File: src/rtl/saturn_inst_decoder_q_pkg.sv
// Shared encodings for the queued Saturn instruction decoder.
// Instruction types, ALU register/opcode codes, FSM states, immediate lengths.
// Pure definitions; no logic.
package saturn_inst_decoder_q_pkg;

  // Instruction type codes presented to the execution unit
  localparam logic [3:0] INSTR_TYPE_ALU      = 4'd0;
  localparam logic [3:0] INSTR_TYPE_LOAD     = 4'd1;
  localparam logic [3:0] INSTR_TYPE_JUMP     = 4'd2;
  localparam logic [3:0] INSTR_TYPE_SET_MODE = 4'd3;
  localparam logic [3:0] INSTR_TYPE_RESET    = 4'd4;
  localparam logic [3:0] INSTR_TYPE_NONE     = 4'd15;

  // ALU register selectors
  localparam logic [4:0] ALU_REG_A    = 5'd0;
  localparam logic [4:0] ALU_REG_B    = 5'd1;
  localparam logic [4:0] ALU_REG_C    = 5'd2;
  localparam logic [4:0] ALU_REG_D    = 5'd3;
  localparam logic [4:0] ALU_REG_P    = 5'd8;
  localparam logic [4:0] ALU_REG_ST   = 5'd9;
  localparam logic [4:0] ALU_REG_HST  = 5'd10;
  localparam logic [4:0] ALU_REG_IMM  = 5'd12;
  localparam logic [4:0] ALU_REG_NONE = 5'd31;

  // ALU operations
  localparam logic [4:0] ALU_OP_COPY     = 5'd0;
  localparam logic [4:0] ALU_OP_CLR_MASK = 5'd4;
  localparam logic [4:0] ALU_OP_NOP      = 5'd31;

  // Immediate lengths of the jump families
  localparam logic [4:0] IMM_LEN_JUMP3 = 5'd3;
  localparam logic [4:0] IMM_LEN_JUMP5 = 5'd5;

  typedef enum logic [2:0] {
    ST_IDLE   = 3'd0,
    ST_PREFIX = 3'd1,
    ST_IMM    = 3'd2,
    ST_EMIT   = 3'd3,
    ST_ERROR  = 3'd4
  } dec_state_t;

  // Decoded instruction fields other than the immediate payload
  typedef struct packed {
    logic [3:0] itype;
    logic [4:0] dest;
    logic [4:0] src1;
    logic [4:0] src2;
    logic [3:0] ptr_begin;
    logic [3:0] ptr_end;
    logic [4:0] opcode;
    logic       push_pc;
  } instr_fields_t;

  function automatic instr_fields_t fields_none();
    instr_fields_t f;
    f.itype     = INSTR_TYPE_NONE;
    f.dest      = ALU_REG_NONE;
    f.src1      = ALU_REG_NONE;
    f.src2      = ALU_REG_NONE;
    f.ptr_begin = 4'd0;
    f.ptr_end   = 4'd0;
    f.opcode    = ALU_OP_NOP;
    f.push_pc   = 1'b0;
    return f;
  endfunction

endpackage

File: src/rtl/saturn_inst_decoder_q_fifo.sv
// Nibble prefetch queue: DEPTH entries of WIDTH bits, circular buffer.
// Latency: an entry pushed at edge N is poppable from edge N+1 (registered count).
// Backpressure: full blocks push, empty blocks pop; clear empties the queue and wins over push.
module saturn_nibble_fifo #(
  parameter int DEPTH = 4,
  parameter int WIDTH = 24
) (
  input  logic             clk,
  input  logic             rst,
  input  logic             en,
  input  logic             clear,
  input  logic             push,
  input  logic [WIDTH-1:0] push_data,
  input  logic             pop,
  output logic [WIDTH-1:0] pop_data,
  output logic             full,
  output logic             empty
);

  localparam int AW = (DEPTH > 1) ? $clog2(DEPTH) : 1;
  localparam int CW = $clog2(DEPTH + 1);

  logic [WIDTH-1:0] mem [DEPTH];
  logic [AW-1:0]    wr_ptr;
  logic [AW-1:0]    rd_ptr;
  logic [CW-1:0]    count;
  logic             do_push;
  logic             do_pop;

  assign full     = (count == CW'(DEPTH));
  assign empty    = (count == '0);
  assign do_push  = push && !full;
  assign do_pop   = pop && !empty;
  assign pop_data = mem[rd_ptr];

  // Storage array; written only on accepted pushes
  always_ff @(posedge clk) begin
    if (en && do_push && !clear) mem[wr_ptr] <= push_data;
  end

  // Pointers and occupancy; simultaneous push and pop keep the count
  always_ff @(posedge clk or posedge rst) begin
    if (rst) begin
      wr_ptr <= '0;
      rd_ptr <= '0;
      count  <= '0;
    end else if (en) begin
      if (clear) begin
        wr_ptr <= '0;
        rd_ptr <= '0;
        count  <= '0;
      end else begin
        if (do_push) wr_ptr <= wr_ptr + AW'(1);
        if (do_pop)  rd_ptr <= rd_ptr + AW'(1);
        case ({do_push, do_pop})
          2'b10:   count <= count + CW'(1);
          2'b01:   count <= count - CW'(1);
          default: count <= count;
        endcase
      end
    end
  end

endmodule

File: src/rtl/saturn_inst_decoder_q.sv
// Saturn decoder with nibble prefetch queue; packs each instruction into one transaction.
// Latency: valid the cycle after the last nibble of an instruction pops from the queue.
// Backpressure: payload held while i_instr_ready is low; queue fills and drops o_nib_ready.
module saturn_inst_decoder_q
  import saturn_inst_decoder_q_pkg::*;
#(
  parameter int QUEUE_DEPTH  = 4,
  parameter int ADDR_W       = 20,
  parameter int MAX_IMM_NIBS = 16
) (
  input  logic                      i_clk,
  input  logic                      i_reset,
  input  logic                      i_clk_en,
  input  logic                      i_flush,
  input  logic                      i_nib_valid,
  input  logic [3:0]                i_nibble,
  input  logic [ADDR_W-1:0]         i_nib_pc,
  output logic                      o_nib_ready,
  input  logic [3:0]                i_reg_p,
  output logic                      o_instr_valid,
  input  logic                      i_instr_ready,
  output logic [ADDR_W-1:0]         o_instr_pc,
  output logic [3:0]                o_instr_type,
  output logic [4:0]                o_alu_reg_dest,
  output logic [4:0]                o_alu_reg_src_1,
  output logic [4:0]                o_alu_reg_src_2,
  output logic [3:0]                o_alu_ptr_begin,
  output logic [3:0]                o_alu_ptr_end,
  output logic [4:0]                o_alu_opcode,
  output logic [4*MAX_IMM_NIBS-1:0] o_imm_data,
  output logic [4:0]                o_imm_len,
  output logic                      o_push_pc,
  output logic                      o_decoder_error
);

  localparam int IW = 4 * MAX_IMM_NIBS;

  logic [ADDR_W+3:0] fifo_dat;
  logic              fifo_full;
  logic              fifo_empty;
  logic              pop;
  logic              flush;
  logic [3:0]        nib;
  logic [ADDR_W-1:0] nib_pc;

  dec_state_t        state_q, state_d;
  instr_fields_t     fields_q, fields_d;
  logic [IW-1:0]     imm_q, imm_d;
  logic [4:0]        len_q, len_d;
  logic [4:0]        cnt_q, cnt_d;
  logic [ADDR_W-1:0] pc_q, pc_d;
  logic [3:0]        pfx0_q, pfx0_d;
  logic [3:0]        pfx1_q, pfx1_d;
  logic [1:0]        pfxc_q, pfxc_d;
  logic              err_q;

  assign flush  = i_flush && i_clk_en;
  assign nib    = fifo_dat[3:0];
  assign nib_pc = fifo_dat[ADDR_W+3:4];

  saturn_nibble_fifo #(
    .DEPTH (QUEUE_DEPTH),
    .WIDTH (ADDR_W + 4)
  ) u_fifo (
    .clk       (i_clk),
    .rst       (i_reset),
    .en        (i_clk_en),
    .clear     (i_flush),
    .push      (i_nib_valid),
    .push_data ({i_nib_pc, i_nibble}),
    .pop       (pop),
    .pop_data  (fifo_dat),
    .full      (fifo_full),
    .empty     (fifo_empty)
  );

  // Next-state decode: consumes at most one queued nibble per cycle
  always_comb begin
    state_d  = state_q;
    fields_d = fields_q;
    imm_d    = imm_q;
    len_d    = len_q;
    cnt_d    = cnt_q;
    pc_d     = pc_q;
    pfx0_d   = pfx0_q;
    pfx1_d   = pfx1_q;
    pfxc_d   = pfxc_q;
    pop      = 1'b0;
    case (state_q)
      ST_IDLE: if (!fifo_empty) begin
        pop      = 1'b1;
        pc_d     = nib_pc;
        fields_d = fields_none();
        imm_d    = '0;
        len_d    = 5'd0;
        cnt_d    = 5'd0;
        pfx0_d   = nib;
        pfxc_d   = 2'd0;
        case (nib)
          4'h0, 4'h8: state_d = ST_PREFIX;
          4'h2: begin
            // P=n: the n nibble is collected as a one-nibble immediate
            fields_d.itype  = INSTR_TYPE_ALU;
            fields_d.dest   = ALU_REG_P;
            fields_d.src1   = ALU_REG_IMM;
            fields_d.opcode = ALU_OP_COPY;
            len_d           = 5'd1;
            state_d         = ST_IMM;
          end
          4'h3: begin
            // LC: length nibble still pending, marked by len = 0
            fields_d.itype     = INSTR_TYPE_LOAD;
            fields_d.dest      = ALU_REG_C;
            fields_d.ptr_begin = i_reg_p;
            state_d            = ST_IMM;
          end
          4'h6, 4'h7: begin
            fields_d.itype   = INSTR_TYPE_JUMP;
            fields_d.push_pc = nib[0];
            len_d            = IMM_LEN_JUMP3;
            state_d          = ST_IMM;
          end
          default: state_d = ST_ERROR;
        endcase
      end
      ST_PREFIX: if (!fifo_empty) begin
        pop = 1'b1;
        if (pfx0_q == 4'h0) begin
          if (nib == 4'h4 || nib == 4'h5) begin
            fields_d.itype = INSTR_TYPE_SET_MODE;
            imm_d[3:0]     = {3'b000, nib[0]};
            len_d          = 5'd1;
            state_d        = ST_EMIT;
          end else begin
            state_d = ST_ERROR;
          end
        end else if (pfxc_q == 2'd0) begin
          pfx1_d = nib;
          pfxc_d = 2'd1;
          case (nib)
            4'h0, 4'h2, 4'h4, 4'h5: state_d = ST_PREFIX;
            4'hD, 4'hF: begin
              fields_d.itype   = INSTR_TYPE_JUMP;
              fields_d.push_pc = (nib == 4'hF);
              len_d            = IMM_LEN_JUMP5;
              state_d          = ST_IMM;
            end
            default: state_d = ST_ERROR;
          endcase
        end else if (pfxc_q == 2'd1) begin
          case (pfx1_q)
            4'h0: begin
              if (nib == 4'hA) begin
                fields_d.itype = INSTR_TYPE_RESET;
                state_d        = ST_EMIT;
              end else if (nib == 4'hC) begin
                pfxc_d = 2'd2;
              end else begin
                state_d = ST_ERROR;
              end
            end
            4'h2: begin
              fields_d.itype  = INSTR_TYPE_ALU;
              fields_d.dest   = ALU_REG_HST;
              fields_d.src1   = ALU_REG_IMM;
              fields_d.opcode = ALU_OP_CLR_MASK;
              imm_d[3:0]      = nib;
              len_d           = 5'd1;
              state_d         = ST_EMIT;
            end
            4'h4, 4'h5: begin
              fields_d.itype     = INSTR_TYPE_ALU;
              fields_d.dest      = ALU_REG_ST;
              fields_d.src1      = ALU_REG_IMM;
              fields_d.opcode    = ALU_OP_COPY;
              fields_d.ptr_begin = nib;
              fields_d.ptr_end   = nib;
              imm_d[3:0]         = {3'b000, pfx1_q[0]};
              len_d              = 5'd1;
              state_d            = ST_EMIT;
            end
            default: state_d = ST_ERROR;
          endcase
        end else begin
          // 80Cn: C=P n
          fields_d.itype     = INSTR_TYPE_ALU;
          fields_d.dest      = ALU_REG_C;
          fields_d.src1      = ALU_REG_P;
          fields_d.opcode    = ALU_OP_COPY;
          fields_d.ptr_begin = nib;
          fields_d.ptr_end   = nib;
          state_d            = ST_EMIT;
        end
      end
      ST_IMM: if (!fifo_empty) begin
        pop = 1'b1;
        if (len_q == 5'd0) begin
          len_d            = 5'(nib) + 5'd1;
          fields_d.ptr_end = fields_q.ptr_begin + nib;
        end else begin
          if (int'(cnt_q) < MAX_IMM_NIBS) imm_d[{cnt_q, 2'b00} +: 4] = nib;
          cnt_d = cnt_q + 5'd1;
          if ((cnt_q + 5'd1) == len_q) state_d = ST_EMIT;
        end
      end
      ST_EMIT: if (i_instr_ready) state_d = ST_IDLE;
      default: state_d = ST_ERROR;
    endcase
  end

  // Decoder registers; flush discards partial work but leaves ERROR in place
  always_ff @(posedge i_clk or posedge i_reset) begin
    if (i_reset) begin
      state_q  <= ST_IDLE;
      fields_q <= fields_none();
      imm_q    <= '0;
      len_q    <= 5'd0;
      cnt_q    <= 5'd0;
      pc_q     <= '0;
      pfx0_q   <= 4'd0;
      pfx1_q   <= 4'd0;
      pfxc_q   <= 2'd0;
      err_q    <= 1'b0;
    end else if (i_clk_en) begin
      if (flush) begin
        state_q  <= (state_q == ST_ERROR) ? ST_ERROR : ST_IDLE;
        fields_q <= fields_none();
        imm_q    <= '0;
        len_q    <= 5'd0;
        cnt_q    <= 5'd0;
        pc_q     <= '0;
        pfxc_q   <= 2'd0;
      end else begin
        state_q  <= state_d;
        fields_q <= fields_d;
        imm_q    <= imm_d;
        len_q    <= len_d;
        cnt_q    <= cnt_d;
        pc_q     <= pc_d;
        pfx0_q   <= pfx0_d;
        pfx1_q   <= pfx1_d;
        pfxc_q   <= pfxc_d;
        err_q    <= err_q | (state_d == ST_ERROR);
      end
    end
  end

  assign o_nib_ready     = !fifo_full;
  assign o_instr_valid   = (state_q == ST_EMIT);
  assign o_instr_pc      = pc_q;
  assign o_instr_type    = fields_q.itype;
  assign o_alu_reg_dest  = fields_q.dest;
  assign o_alu_reg_src_1 = fields_q.src1;
  assign o_alu_reg_src_2 = fields_q.src2;
  assign o_alu_ptr_begin = fields_q.ptr_begin;
  assign o_alu_ptr_end   = fields_q.ptr_end;
  assign o_alu_opcode    = fields_q.opcode;
  assign o_imm_data      = imm_q;
  assign o_imm_len       = len_q;
  assign o_push_pc       = fields_q.push_pc;
  assign o_decoder_error = err_q;

endmodule
File: config.mk
export PLATFORM = sky130hd
export DESIGN_NAME = saturn_inst_decoder_q
export DESIGN_NICKNAME = d
export VERILOG_FILES = /design/src/rtl/saturn_inst_decoder_q_pkg.sv /design/src/rtl/saturn_inst_decoder_q_fifo.sv /design/src/rtl/saturn_inst_decoder_q.sv
export SDC_FILE = /design/constraint.sdc
export NUM_CORES = 1
export LEC_CHECK = 0
export CAP_MARGIN = 0
export CORE_UTILIZATION = 51
export CTS_BUF_LIST = sky130_fd_sc_hd__clkbuf_8
export DETAILED_ROUTE_END_ITERATION = 10
export GPL_ROUTABILITY_DRIVEN = 0
export PLACE_DENSITY_LB_ADDON = 0.25
export SKIP_LAST_GASP = 1
export SLEW_MARGIN = 20
export SYNTH_ARGS = -nofsm -noshare
export SYNTH_HDL_FRONTEND = slang
export SYNTH_SLANG_ARGS = --single-unit
File: constraint.sdc
create_clock -name i_clk -period 4.31 [get_ports i_clk]
set_clock_uncertainty 0.05 [all_clocks]
set_input_delay 0.862 -clock i_clk [delete_from_list [all_inputs] [get_ports i_clk]]
set_output_delay 0.862 -clock i_clk [all_outputs]
set_load 0.1 [all_outputs]
Word level (Yosys, flattened, before mapping)
Memory sizes are Yosys's and may differ from the RTL's.
Index checks and enable logic that the tools add are counted.
{ "op_classes": {"n_addsub": 8, "order_cmp": 1, "n_eq_ne": 50, "n_shift": 2, "mux": 107, "bitwise_logic": 4, "n_reduce_logical": 48} }
{ "op_table": {"columns": ["operator", "count"], "rows": [
  ["2-to-1 mux 64 bit", 5],
  ["one-hot mux 60 bit (2 select lines)", 1],
  ["2-to-1 mux 5 bit", 18],
  ["2-to-1 mux 33 bit", 2],
  ["bitwise mux 64 bit", 1],
  ["variable shift 4 x 9 -> 64 bit, first input constant", 1],
  ["indexed part select 4 x 9 -> 64 bit", 1],
  ["2-to-1 mux 20 bit", 3],
  ["2-to-1 mux 14 bit", 4],
  ["2-to-1 mux 4 bit", 13],
  ["2-to-1 mux 3 bit", 15],
  ["one-hot mux 4 bit (3 select lines)", 3],
  ["one-hot mux 5 bit (2 select lines)", 3],
  ["one-hot mux 14 bit (2 select lines)", 1],
  ["!= test 3 bit, second input constant", 9],
  ["2-to-1 mux 13 bit", 2],
  ["2-to-1 mux 2 bit", 13],
  ["== test 4 x 3 -> 1 bit, second input constant", 6],
  ["!= test 4 bit, second input constant", 6],
  ["one-hot mux 3 bit (2 select lines)", 4],
  ["one-hot mux 4 bit (2 select lines)", 3],
  ["AND reduction 7 bit", 3],
  ["== test 4 bit, second input constant", 5],
  ["2-to-1 mux 10 bit", 2],
  ["54 further kinds", 96]
]} }
{ "word_totals": {"regBits": 148, "mem_bits_rw": 96, "inputBits": 34, "out_inout_bits": 125, "word_cells": 242, "memories": 1} }
{ "memory_table": {"columns": ["memory", "words", "word_bits", "rd", "rd_ports_with_merged_regs", "write_ports", "line_no", "text"], "rows": [
  ["u_fifo.mem", 4, 24, 1, 0, 1, "saturn_inst_decoder_q_fifo.sv:23", "logic [WIDTH-1:0] mem [DEPTH];"]
]} }

Longest topological paths before layout
An unclocked memory read counts as a cell.
{ "logic_depth": {"depth_word": 12, "mapped_depth": 14, "mapped_depth_nobuf": 9} }

Cells and area by module
From an unflattened synthesis, not the netlist that was laid out.
{ "unflattened": {"cells_unflattened": 850, "hier_area_um2": 10786.6} }
{ "by_module_without_submodules": {"columns": ["mod", "n_inst", "cells_each", "area_per_inst_um2", "seq_area_each_um2"], "rows": [
  ["saturn_inst_decoder_q", 1, 666, 6769.0, 3216.8],
  ["saturn_nibble_fifo", 1, 184, 4017.6, 3057.9]
]} }

Least setup slack after synthesis
Ideal clock, no wire load.
{ "synth_path": {"kind": "reg2reg", "startpoint": "register u_fifo.rd_ptr[0]", "endpoint": "register len_q[2], in the netlist o_imm_len[2]", "setup_ns": 0.126, "arrival_time_ns": 3.151, "required_ns": 4.134, "setup_slack_ns": 0.983, "path_stages_with_launch": 15, "n_path_buf": 5, "synth_period_minus_slack_ns": 3.327, "cell_sequence": "dfrtp_1 > buf_2 > buf_2 > mux4_2 > clkbuf_1 > inv_1 > ha_1 > buf_1 > nor2_1 > mux2i_1 > o221ai_1 > o21ai_0 > and2_1 > clkbuf_1 > mux2_2"} }
{ "synth_via": {"elab_chain_cells": 6, "elab_cells_between_ends": 15, "cone_classes": "1 x add/sub; 6 x eq/ne; 4 x mux; 3 x reduce/logical; 1 x memory"} }
{ "synth_rtl": {"columns": ["element", "line_no", "text"], "rows": [
  ["start: declaration", "saturn_inst_decoder_q_fifo.sv:25", "logic [AW-1:0] rd_ptr;"],
  ["start signal: assignment", "saturn_inst_decoder_q_fifo.sv:54", "if (do_pop) rd_ptr <= rd_ptr + AW'(1);"],
  ["memory (4 x 24 bit) (*)", null, null],
  ["via fifo_dat[0]", "saturn_inst_decoder_q.sv:38", "logic [ADDR_W+3:0] fifo_dat;"],
  ["adder 4 x 1 -> 5 bit", "saturn_inst_decoder_q.sv:198", "len_d = 5'(nib) + 5'd1;"],
  ["2-to-1 mux 5 bit", "saturn_inst_decoder_q.sv:197", "if (len_q == 5'd0) begin"],
  ["2-to-1 mux 5 bit", "saturn_inst_decoder_q.sv:195", "ST_IMM: if (!fifo_empty) begin"],
  ["one-hot mux 5 bit (3 select lines)", "saturn_inst_decoder_q.sv:89", "case (state_q)"],
  ["2-to-1 mux 5 bit", "saturn_inst_decoder_q.sv:225", "if (flush) begin"],
  ["end signal: assignment", "saturn_inst_decoder_q.sv:237", "len_q <= len_d;"],
  ["end: declaration", "saturn_inst_decoder_q.sv:49", "logic [4:0] len_q, len_d;"]
]} }
Mark *: on every way through the listed nets, which the timed path passes. The rest lies on a longest branch. The select of a mux whose other input is x is not followed.
A chain may end at the register's enable or synchronous reset.

Final worst setup path
{ "layout_path": {"startpoint": "register state_q[1]", "endpoint": "output o_instr_valid"} }
{ "layout_via": {"elab_chain_cells": 1} }
{ "layout_rtl": {"columns": ["element", "line_no", "text"], "rows": [
  ["start: declaration", "saturn_inst_decoder_q.sv:46", "dec_state_t state_q, state_d;"],
  ["start signal: assignment", "saturn_inst_decoder_q.sv:226", "state_q <= (state_q == ST_ERROR) ? ST_ERROR : ST_IDLE;"],
  ["start signal: assignment", "saturn_inst_decoder_q.sv:234", "state_q <= state_d;"],
  ["== test 3 x 2 -> 1 bit", "saturn_inst_decoder_q.sv:249", "assign o_instr_valid = (state_q == ST_EMIT);"],
  ["end: declaration", "saturn_inst_decoder_q.sv:20", "output logic o_instr_valid,"]
]} }
No other way between the ends.

==> reports/metrics.yaml <==
status: "finished clean"
synthFlopType: "dfrtp_1"
holdCritPathClass: "reg2reg"
cpPeakStageDelay_ps: 1150
final_hold_viol_count: 0
grt_setup_unrepaired: "no"
htreeDepth: 2
relSlewSlack_pct: 25.3
drive_gt1_share_pct: 15.7
grt_max_degree: 69
yosys-top-cells-area: "dfrtp_1 29%, edfxtp_1 27%, mux4_2 5.0%"
tightest_slew_ps: 1110
ir_worst_vdd_mv: 0.455
drv_cap: 0
cts_buffers: 38
grt_pass1_vias: 7960
vias_per_cell: 6.01
synth.avg_cell_area_um2: 12.5
cts.sinks: 231
drc: 0
synth_edf_count: 96
grt_overflow_total: 0
critical_path_class: "reg2out"
synthMuxAreaShare_pct: 9.72
core_um2: 20400
p_leak_uw: 0.00533
cts-root-buf: "clkbuf_8"
period_share_pct: 81.2
synth_area_um2: 10700
yosysWarnings: 0
multi_input_area_um2: 4100
path_clk_slew_ps: 60
synth_compound_area_share_pct: 14.1
area_growth_pct: 24.9
vias: 7950
ctsResizeCount: 0
layout_commonest_cell: "clkdlybuf4s50_1"
antenna_found_initial: 0
ios: 159
synthCells: 861
holdBufCountCts: 0
min_period_ps: 3500
crit_required_ps: 3400
synth_top_cell_area_share_pct: 28.9
synth_xor_xnor_area_share_pct: 1.11
clock_path_buffers: 3
cp_slowest_cell: "clkdlybuf4s50_1"
layout_common_cells: "152 x clkdlybuf4s50_1, 123 x dfrtp_1, 96 x edfxtp_1"
setup_violations: 0
setup_tns_ps: 0
die_y_um: 147
antenna_left: 0
die_w_um: 147
cp-end-kind: "output port"
synth_top_family_by_area: "compound AO/OA/AOI/OAI gates"
worstPathArrival_ps: 2590
report.final.slew_viol_count: 0
powerDensity_nw_per_um2: 672
yosys.area_share.adder_pct: 2.12
diodes: 0
dieArea_um2: 21600
crit_path_cell_trace: "nand2_1 -> nor2_1 -> clkdlybuf4s50_1"
first_iter_violations: 685
postCtsSetupRepairBufs: 0
tritoncts: "yes"
grt_pass1_wl_um: 42600
grt_use_total_pct: 25.2
io_buffers: 152
dr.pass1.iters: 5
startpoint_type: "register"
path_max_fanout: 17
yosys.area.top_type: "dfrtp_1"
final.fill_count: 1569
synthSimpleGateAreaFrac_pct: 10.9
register_area_um2: 6280
nNetsFinal: 1074
hpwl_um: 17500
wire_per_inst_um: 20.0
async_flop_share_pct: 58.4
totalWireLength_um: 26500
ys_ff_latch: 231
ys_types: 72
max_freq_ghz: 0.286
worstSkewPairLatency_ps: 550
final_core_util_pct: 65.5
row_count: 52
yosysSeqAreaShare_pct: 58.5
start_util_pct: 52.5
==> cell type report <==
class                           instances  share of cell area (%)
Sequential cell                       231                    46.9
Inverter                               22                   0.645
Clock buffer                           47                    4.83
Clock inverter                         23                    1.62
Multi-Input combinational cell        553                    30.6
Timing Repair Buffer                  177                    12.9
Tap cell                              270                    2.52
==> sequential cells by signal, summed over array words and instances (netlist names), 3 cells and up <==
| name | flops |
|---|---|
| cnt_q | 5 |
| o_alu_ptr_begin | 4 |
| o_alu_ptr_end | 4 |
| o_alu_reg_dest | 4 |
| o_imm_data | 64 |
| o_imm_len | 5 |
| o_instr_pc | 20 |
| o_instr_type | 4 |
| pfx0_q | 4 |
| pfx1_q | 4 |
| state_q | 3 |
| u_fifo.count | 3 |
| u_fifo.mem | 96 |
==> routing by layer <==
metal | global-route usage (%) | vias to the layer above | share of wire, %
li1 | - | 3590 | -
met3 | 4.44 | 72 | 6.8
met4 | 11.2 | 0 | 3.3
met5 | 0 | - | 0
met2 | 40.1 | 359 | 47
met1 | 34.1 | 3929 | 43
==> cells in the mapped netlist, drive strengths merged (4+ instances only) <==
library cell  count
a22oi             7
xor2              4
nand4            12
dfrtp           124
a21oi            30
a41oi             6
or4               6
xnor2             7
mux2             25
a22o             37
a32o             14
o22ai             8
buf              34
nor2b             6
mux2i            22
o2bb2ai          18
nand2            76
nor4              9
o21ai            49
or3               5
edfxtp           96
inv              22
and2             10
ha               15
mux4             24
nand3            12
dfstp            11
and3              8
o31ai             4
a31oi             6
nand2b            9
nor2             58
clkbuf           26
nor3             16
==> final timing paths <==
kind / from / end / slack [ps] / depth (start not counted)
setup / recovery: state_q[1] / o_instr_valid / 810 / 3
hold / removal: o_alu_reg_src_1[2] / o_alu_reg_src_1[2] / 430 / 2
setup reg to reg: u_fifo.rd_ptr[1] / o_imm_data[3] / 1130 / 9
hold reg to reg: o_alu_reg_src_1[2] / o_alu_reg_src_1[2] / 430 / 2
max in group asynchronous: i_reset / o_imm_data[14] / 2610 / 3
min in group asynchronous: i_reset / pfx1_q[1] / 790 / 2
==> worst max-delay path, delay by kind of cell (launching register included) <==
| kind | cells | cell delay (ps) |
|---|---|---|
| AND/OR/NAND/NOR | 2 | 230 |
| buffers and inverters | 1 | 1150 |
| flip-flops | 1 | 650 |
==> stage by stage <==
step                total power, uW  instance area [um^2]  hold WS (ps)  worst slack [ps]  instances
floorplan                      5900                 10700           456               983        866
global placement               6850                 12500           419               988       1253
detailed placement             6870                 12500           425               921       1253
CTS                            9030                 13400           433               810       1323
global route                   9380                 13400           459               705       1323
finish                         9000                 13400           426               810       1323
==> logic make-up (layout without fill, tap and decap cells) <==
family | after synthesis | in the layout
other cells | 1 | 6
mux | 71 | 71
compound gates | 210 | 210
simple gates | 237 | 237
buf+inv | 82 | 269
flops | 231 | 231
fa+ha+maj | 17 | 17
xor+xnor | 12 | 12
==> power by group <==
part	leakage, uW	total (uW)	internal, uW	switching, uW
logic	0.00219	4010	1130	2880
registers	0.00268	2860	2610	256
clock network	0.000467	2130	1240	893
No activity file was read; power rests on OpenSTA's default activity.
